**src/rtl/interrupt_arbiter_pkg.sv**
```systemverilog
// Shared definitions for the 65ce02 interrupt arbiter.
// Holds the FSM state encoding, the fixed vector low bytes and the
// grant/priority codes used by the arbiter and its priority encoder.
package interrupt_arbiter_pkg;

  typedef enum logic [1:0] {
    ST_IDLE          = 2'd0,
    ST_SERVICE       = 2'd1,
    ST_HYPER_SERVICE = 2'd2
  } arb_state_t;

  // Kind of sequence granted, listed from highest to lowest priority.
  typedef enum logic [2:0] {
    PRIO_NONE  = 3'd0,
    PRIO_RESET = 3'd1,
    PRIO_HYP   = 3'd2,
    PRIO_NMI   = 3'd3,
    PRIO_IRQ   = 3'd4
  } prio_t;

  localparam logic [7:0] VEC_LO_RESET = 8'hFC;
  localparam logic [7:0] VEC_LO_NMI   = 8'hFA;
  localparam logic [7:0] VEC_LO_HYP   = 8'hF8;

endpackage

```
**src/rtl/interrupt_arbiter_irq_prio_enc.sv**
```systemverilog
// Masked priority encoder for the maskable IRQ channels.
// Ports:
//   i_req   - per-channel request, already qualified by mask/enables
//   o_valid - at least one request is present
//   o_idx   - index of the lowest-numbered (highest priority) request
module irq_prio_enc #(
  parameter int unsigned NUM_IRQ = 8
) (
  input  logic [NUM_IRQ-1:0] i_req,
  output logic               o_valid,
  output logic [2:0]         o_idx
);

  always_comb begin
    o_valid = 1'b0;
    o_idx   = '0;
    for (int unsigned k = 0; k < NUM_IRQ; k++) begin
      if (i_req[k] && !o_valid) begin
        o_valid = 1'b1;
        o_idx   = 3'(k);
      end
    end
  end

endmodule

```
**src/rtl/interrupt_arbiter.sv**
```systemverilog
// Interrupt / trap arbiter for the 65ce02 core.
// Arbitrates reset, hypervisor trap, NMI and maskable IRQs at instruction
// boundaries and presents the vector address of the granted sequence.
// Ports:
//   clk, reset            - clock, synchronous active-high reset
//   ready                 - clock enable (NMI edge latch ignores it)
//   irq, nmi, hyp         - interrupt sources
//   mc_sync, i_flag       - instruction boundary, P.I flag
//   hyper_rti             - hypervisor return pulse
//   mask_we, mask_wdata   - IRQ enable mask write port
//   intg, nmig, hyperg, resp, irq_id - active sequence and its type
//   pc_hold, hyper_mode   - PC increment suppress, hypervisor mode
//   vector_hi, vector_lo  - vector fetch address
module interrupt_arbiter
  import interrupt_arbiter_pkg::*;
#(
  parameter int unsigned NUM_IRQ      = 8,
  parameter logic [7:0]  VEC_PAGE     = 8'hFF,
  parameter logic [7:0]  IRQ_VEC_BASE = 8'hE0
) (
  input  logic               clk,
  input  logic               reset,
  input  logic               ready,
  input  logic [NUM_IRQ-1:0] irq,
  input  logic               nmi,
  input  logic               hyp,
  input  logic               mc_sync,
  input  logic               i_flag,
  input  logic               hyper_rti,
  input  logic               mask_we,
  input  logic [NUM_IRQ-1:0] mask_wdata,
  output logic               intg,
  output logic               nmig,
  output logic               hyperg,
  output logic               resp,
  output logic [2:0]         irq_id,
  output logic               pc_hold,
  output logic               hyper_mode,
  output logic [7:0]         vector_hi,
  output logic [7:0]         vector_lo
);

  arb_state_t         r_state, w_next_state;
  prio_t              r_grant, w_next_grant;
  logic [2:0]         r_irq_id, w_next_irq_id;
  logic               r_rst_pend;
  logic               r_nmi_prev;
  logic               r_nmi_latch;
  logic               r_hyper_mode;
  logic [NUM_IRQ-1:0] r_mask;

  logic [NUM_IRQ-1:0] w_irq_elig;
  logic               w_irq_valid;
  logic [2:0]         w_irq_idx;
  logic               w_nmi_edge;
  logic               w_take_rst;
  logic               w_take_nmi;
  logic               w_hyper_exit;

  assign w_irq_elig = irq & r_mask & {NUM_IRQ{~i_flag & ~r_hyper_mode}};
  assign w_nmi_edge = nmi & ~r_nmi_prev;

  irq_prio_enc #(
    .NUM_IRQ(NUM_IRQ)
  ) u_prio_enc (
    .i_req  (w_irq_elig),
    .o_valid(w_irq_valid),
    .o_idx  (w_irq_idx)
  );

  always_ff @(posedge clk) begin
    if (reset) begin
      r_state <= ST_IDLE;
    end else if (ready) begin
      r_state <= w_next_state;
    end
  end

  // Next state and grant; only takes effect on ready edges.
  always_comb begin
    w_next_state  = r_state;
    w_next_grant  = r_grant;
    w_next_irq_id = r_irq_id;
    w_take_rst    = 1'b0;
    w_take_nmi    = 1'b0;
    w_hyper_exit  = 1'b0;
    case (r_state)
      ST_IDLE: begin
        if (mc_sync) begin
          if (r_rst_pend) begin
            w_next_state = ST_SERVICE;
            w_next_grant = PRIO_RESET;
            w_take_rst   = 1'b1;
          end else if (hyp && !r_hyper_mode) begin
            w_next_state = ST_HYPER_SERVICE;
            w_next_grant = PRIO_HYP;
          end else if (r_nmi_latch) begin
            w_next_state = ST_SERVICE;
            w_next_grant = PRIO_NMI;
            w_take_nmi   = 1'b1;
          end else if (w_irq_valid) begin
            w_next_state  = ST_SERVICE;
            w_next_grant  = PRIO_IRQ;
            w_next_irq_id = w_irq_idx;
          end
        end
      end
      ST_SERVICE: begin
        if (mc_sync) w_next_state = ST_IDLE;
      end
      ST_HYPER_SERVICE: begin
        if (mc_sync) begin
          w_next_state = ST_IDLE;
          w_hyper_exit = 1'b1;
        end
      end
      default: w_next_state = ST_IDLE;
    endcase
  end

  always_ff @(posedge clk) begin
    if (reset) begin
      r_grant      <= PRIO_NONE;
      r_irq_id     <= '0;
      r_rst_pend   <= 1'b1;
      r_nmi_prev   <= 1'b0;
      r_nmi_latch  <= 1'b0;
      r_hyper_mode <= 1'b0;
      r_mask       <= '1;
    end else begin
      // Edge detect runs every clock; a new edge beats a same-cycle clear.
      r_nmi_prev  <= nmi;
      r_nmi_latch <= w_nmi_edge | (r_nmi_latch & ~(ready & w_take_nmi));
      if (ready) begin
        r_grant  <= w_next_grant;
        r_irq_id <= w_next_irq_id;
        if (w_take_rst) r_rst_pend <= 1'b0;
        if (mask_we) r_mask <= mask_wdata;
        if (w_hyper_exit) r_hyper_mode <= 1'b1;
        else if (hyper_rti) r_hyper_mode <= 1'b0;
      end
    end
  end

  assign intg       = (r_state != ST_IDLE);
  assign pc_hold    = intg;
  assign resp       = intg && (r_grant == PRIO_RESET);
  assign nmig       = intg && (r_grant == PRIO_NMI);
  assign hyperg     = intg && (r_grant == PRIO_HYP);
  assign irq_id     = (intg && (r_grant == PRIO_IRQ)) ? r_irq_id : 3'd0;
  assign hyper_mode = r_hyper_mode;
  assign vector_hi  = VEC_PAGE;

  always_comb begin
    vector_lo = VEC_LO_RESET;
    if (intg) begin
      case (r_grant)
        PRIO_NMI: vector_lo = VEC_LO_NMI;
        PRIO_HYP: vector_lo = VEC_LO_HYP;
        PRIO_IRQ: vector_lo = IRQ_VEC_BASE + {4'b0000, r_irq_id, 1'b0};
        default:  vector_lo = VEC_LO_RESET;
      endcase
    end
  end

endmodule

```
**config.mk**
```make
export PLATFORM = sky130hd
export DESIGN_NAME = interrupt_arbiter
export DESIGN_NICKNAME = d
export VERILOG_FILES = /design/src/rtl/interrupt_arbiter_pkg.sv /design/src/rtl/interrupt_arbiter_irq_prio_enc.sv /design/src/rtl/interrupt_arbiter.sv
export SDC_FILE = /design/constraint.sdc
export NUM_CORES = 1
export LEC_CHECK = 0
export ABC_CLOCK_PERIOD_IN_PS = 3070
export BUFFER_PORTS_ARGS = -buffer_cell sky130_fd_sc_hd__buf_2
export CAP_MARGIN = 20
export CORE_MARGIN = 8
export CORE_UTILIZATION = 51
export CTS_CLUSTER_DIAMETER = 80
export DETAILED_ROUTE_END_ITERATION = 7
export PLACE_DENSITY = 0.93
export SYNTH_ARGS = -nofsm -noshare
export SYNTH_HDL_FRONTEND = slang
export SYNTH_SLANG_ARGS = --single-unit
```
**constraint.sdc**
```tcl
create_clock -name clk -period 3.07 [get_ports clk]
set_clock_uncertainty 0.1 [all_clocks]
set_input_delay 0.1535 -clock clk [delete_from_list [all_inputs] [get_ports clk]]
set_output_delay 0.1535 -clock clk [all_outputs]
set_load 0.02 [all_outputs]
```
# Word level (Yosys, flattened, before mapping)
# Index checks and enable logic that the tools add are counted.
# Widths: inputs -> output; s select.
# classes
n_div	0
multipliers	0
bitwise	14
muxes	41
reduce_logical	31
n_eq_ne	9
magnitude_cmp	0
add_sub_neg	1
shift	0
# op_table
operator	count
$mux 3	9
$pmux 8 s3	1
$mux 1	21
$and 8x8->8	2
$mux 2	8
$logic_and 1x1->1	12
$logic_not 1->1	8
$mux 8	1
$reduce_and 4->1	2
$add 6x5->7 const A	1
$not 1->1	7
$reduce_and 7->1	1
$eq 3x2->1 const B	2
$reduce_and 2->1	3
$ne 5x4->1 const B	1
$and 1x1->1	4
$pmux 2 s2	1
$reduce_bool 2->1	2
$reduce_bool 4->1	1
$eq 3x1->1 const B	1
$eq 3x3->1 const B	1
$eq 2x1->1 const B	1
$eq 2x2->1 const B	1
$logic_not 2->1	1
other kinds (4)	4
# totals
out_inout_bits	25
in_bits	25
romBits	0
word_cells	104
mem_count	0
mem_bits_rw	0
latch_bits	0
reg_bits	20

# Depth between registers and ports, before layout
# depth
word_depth	31
mapped_depth	8
depth_no_buf	7

# Cells and area by module
# From an unflattened synthesis, not the netlist that was laid out.
# hier_totals
hier_cells	142
area_unflattened_um2	1229.9
# modules_own_cells
mod	n_inst	cells_per_inst	area_each_um2	seq_area_each_um2
interrupt_arbiter	1	128	1146.1	400.4
irq_prio_enc	1	14	83.8	0.0

# Worst setup path after synthesis
# OpenSTA, ideal clock, no wires.
# synth_path
path_kind	flip-flop to output port
start	register r_state[1]
end	output irq_id[0]
arrival_time_ps	1605
setup_slack_ps	1212
n_path_buf	1
stages_incl_launch_ff	8
required_time_ps	2816
cell_sequence	dfxtp_1 -> inv_1 -> ha_1 -> buf_2 -> inv_1 -> and3_1 -> inv_1 -> nor2_1
# synth_between
elab_chain_cells	3
# synth_lines
element	line_no	source
start: declaration	interrupt_arbiter.sv:43	arb_state_t r_state, w_next_state;
start signal: assignment	interrupt_arbiter.sv:75	r_state <= w_next_state;
$reduce_bool 2->1	interrupt_arbiter.sv:145	assign intg = (r_state != ST_IDLE);
via intg	interrupt_arbiter.sv:32	output logic intg,
$logic_and 1x1->1	interrupt_arbiter.sv:150	assign irq_id = (intg && (r_grant == PRIO_IRQ)) ? r_irq_id : 3'd0;
$mux 3	interrupt_arbiter.sv:150	
end: declaration	interrupt_arbiter.sv:36	output logic [2:0] irq_id,
# The timed path passes the listed nets, and every way through them passes these cells.

# Final worst setup path
# layout_path
start	register r_state[0]
end	output irq_id[1]
# layout_between
elab_chain_cells	3
# layout_lines
element	line_no
$reduce_bool 2->1	interrupt_arbiter.sv:145
$logic_and 1x1->1	interrupt_arbiter.sv:150
$mux 3	interrupt_arbiter.sv:150
# No other way between the ends.

==> impl_metrics.json <==
{
  "register_area_um2": 400.4,
  "clk_pin_slew_ns": 0.10,
  "maxCapViolCount": 0,
  "grt_pass1_vias": 1149,
  "viasPerCell": 5.764,
  "ys_seq_elements": 20,
  "dieArea_um2": 4239,
  "stdcell_area_um2": 1405,
  "synth-edff-count": 0,
  "grt_util_all_layers_pct": 13.25,
  "r2r_cells": 6,
  "core-area_um2": 2255,
  "die_w_um": 65.11,
  "via_count": 1199,
  "leakagePower_uw": 0.0006498,
  "finalCriticalPeriod_ns": 2.059,
  "cts_tree": "built",
  "clkLatencyLatePin_ns": 0.29,
  "syn_area_per_cell_um2": 8.367,
  "antenna_found_initial": 0,
  "setup_violations": 0,
  "grt_first_pass_wirelength_um": 4823,
  "cp_max_fo": 8,
  "cts.htree.levels": 1,
  "wire_per_inst_um": 14.33,
  "numCtsBuffers": 3,
  "multi_input_area_um2": 715.7,
  "initial_utilization_pct": 54.55,
  "crit_type": "register to primary output",
  "rsz0062_at_grt": "no",
  "setup.worst_path.start": "r_state[0]",
  "drtIter0Drc": 59,
  "finalHoldViolations": 0,
  "p_per_area_nw_per_um2": 400.8,
  "gp_congestion": 0.8724,
  "crit_end": "irq_id[1]",
  "cp_data_required_time_ns": 2.82,
  "start_kind": "register",
  "synth_area_um2": 1230,
  "slew_viol_final": 0,
  "diodes": 0,
  "cp.arrival_ns": 1.81,
  "dp_hpwl_um": 2352,
  "rows": 17,
  "nets": 208,
  "fin_crit_sh_pct": 67.08,
  "syn_inst": 147,
  "dr.pass1.iters": 4,
  "fill_cells": 203,
  "ios": 50,
  "wirelength_um": 2981,
  "cts_root_buffer": "clkbuf_4",
  "synth_cell_types": 44,
  "fmaxAchievable_ghz": 0.4856,
  "layout-drive-gt1-share_pct": 28.89,
  "grt_overflow": 0,
  "reg2reg_to": "r_irq_id[2]",
  "hp-class": "input port to register",
  "clockBufferDepth": 2,
  "portBuffers": 37,
  "area_growth_pct": 14.24,
  "power.total_uw": 563.1,
  "grt_max_degree": 22,
  "postPlaceCellArea_um2": 1359,
  "critPathCaptureType": "primary output",
  "yosysSeqAreaShare_pct": 32.55,
  "ant_nets": 0,
  "async_reset_ff_share_pct": 0,
  "cts_resized": 0,
  "synth-warning-count": 0,
  "peakVddDrop_mv": 0.3717,
  "cts_sinks": 20,
  "die_h_um": 65.11,
  "worstReg2RegStart": "r_state[0]",
  "status": "finished, final reports clean",
  "synth_top_flop_cell": "dfxtp_1",
  "fin_tns_setup_ns": 0,
  "fin_hold_ws_ns": 0.05085,
  "drc": 0,
  "rrSetupSlack_ns": 1.32
}
[metrics by stage]
step                      utilization [%]  std cells  worst slack [ns]
after detailed placement            60.27        203             1.336
after global routing                62.32        208            0.8756
after floorplan                         -        157             1.212
after global placement              60.27        203             1.416
final                               62.32        208             1.011
after CTS                           62.32        208             1.014
[sequential cells by signal, indices dropped and copies added (netlist names)]
register / flops
r_rst_pend: 1
r_state: 2
r_mask: 8
r_nmi_latch: 1
r_nmi_prev: 1
r_irq_id: 3
hyper_mode: 1
r_grant: 3
[Yosys cell counts, drive strengths merged, types with 2 or more instances]
master	count	area (um2)
a211o	8	70.07
a211oi	2	15.01
a21oi	10	50.05
a22oi	5	52.55
a31oi	3	18.77
and3	9	56.30
buf	15	113.9
clkbuf	4	15.01
conb	2	7.510
dfxtp	20	400.4
ha	2	25.02
inv	6	22.52
nand2	9	33.78
nand2b	3	18.77
nand3	3	20.02
nand4	2	18.77
nand4b	2	32.53
nor2	16	62.56
nor2b	2	15.02
nor3	4	31.28
nor4b	2	17.52
o21ai	5	25.02
[worst max-delay path, stage by stage, from the launching register on]
cell and delay (ns):
dfxtp_1 0.33, inv_1 0.08, ha_1 0.36, inv_1 0.21
and3_1 0.23, and2_1 0.16, buf_2 0.15
[placed cells by master (no fill, tap or decap), types with 2 or more instances in the layout]
cell type   n
buf_2      37
dfxtp_1    20
nor2_1     15
conb_1     12
a21oi_1    10
nand2_1     9
and3_1      9
a211o_1     8
inv_1       6
o21ai_0     5
nor3_1      3
a31oi_1     3
nand2b_1    3
a22oi_2     3
clkbuf_4    3
nor4b_1     2
nand3_1     2
a22oi_1     2
a211oi_1    2
ha_1        2
[logic make-up after synthesis]
kind of cell | count (synthesis) | share of synthesized area [%]
AO/OA/AOI/OAI | 40 | 23.81
adder cells (fa/ha/maj) | 2 | 2.034
buffers and inverters | 25 | 12.31
flip-flops | 20 | 32.55
multiplexers | 2 | 1.729
other | 2 | 0.6106
AND/OR/NAND/NOR | 56 | 26.96
[metal layers]
metal	vias to the layer above	share of wire (%)	wire length, um	global-route usage [%]
met3	10	12	355	5.085
met2	72	48	1439	23.73
met4	0	1.7	50	3.542
met1	542	38	1136	14.24
li1	575	-	-	-
met5	-	0	0	0
[what timing repair did]
action / CTS / global route
hold buffers: 1 / 0
endpoints found under the hold margin: 1 / 0
setup buffers: 0 / 0
[worst min-delay path by stage]
| stage | start | endpoint | cells past startpoint |
|---|---|---|---|
| 6_report | hyper_rti | hyper_mode | 4 |
| 5_1_grt | mask_wdata[0] | r_mask[0] | 3 |
| 4_1_cts | hyper_rti | hyper_mode | 4 |
| 3_5_place_dp | nmi | r_nmi_prev | 2 |
| 3_3_place_gp | nmi | r_nmi_prev | 2 |
| 2_1_floorplan | nmi | r_nmi_prev | 1 |
[report_power, final]
group	leakage, uW	switching [uW]	internal (uW)
registers	0.000164	16.9	274
logic	0.000464	76.2	47.5
clock network	0.0000210	76.3	72.2
total	0.000650	169	394
[cell type report]
class / instances / area share (%)
Multi-Input combinational cell: 112 / 50.93
Timing Repair Buffer: 38 / 13.89
Tap cell: 28 / 2.493
Inverter: 6 / 1.603
Clock buffer: 4 / 2.582
Sequential cell: 20 / 28.50
Power figures use the tool's default switching activity.
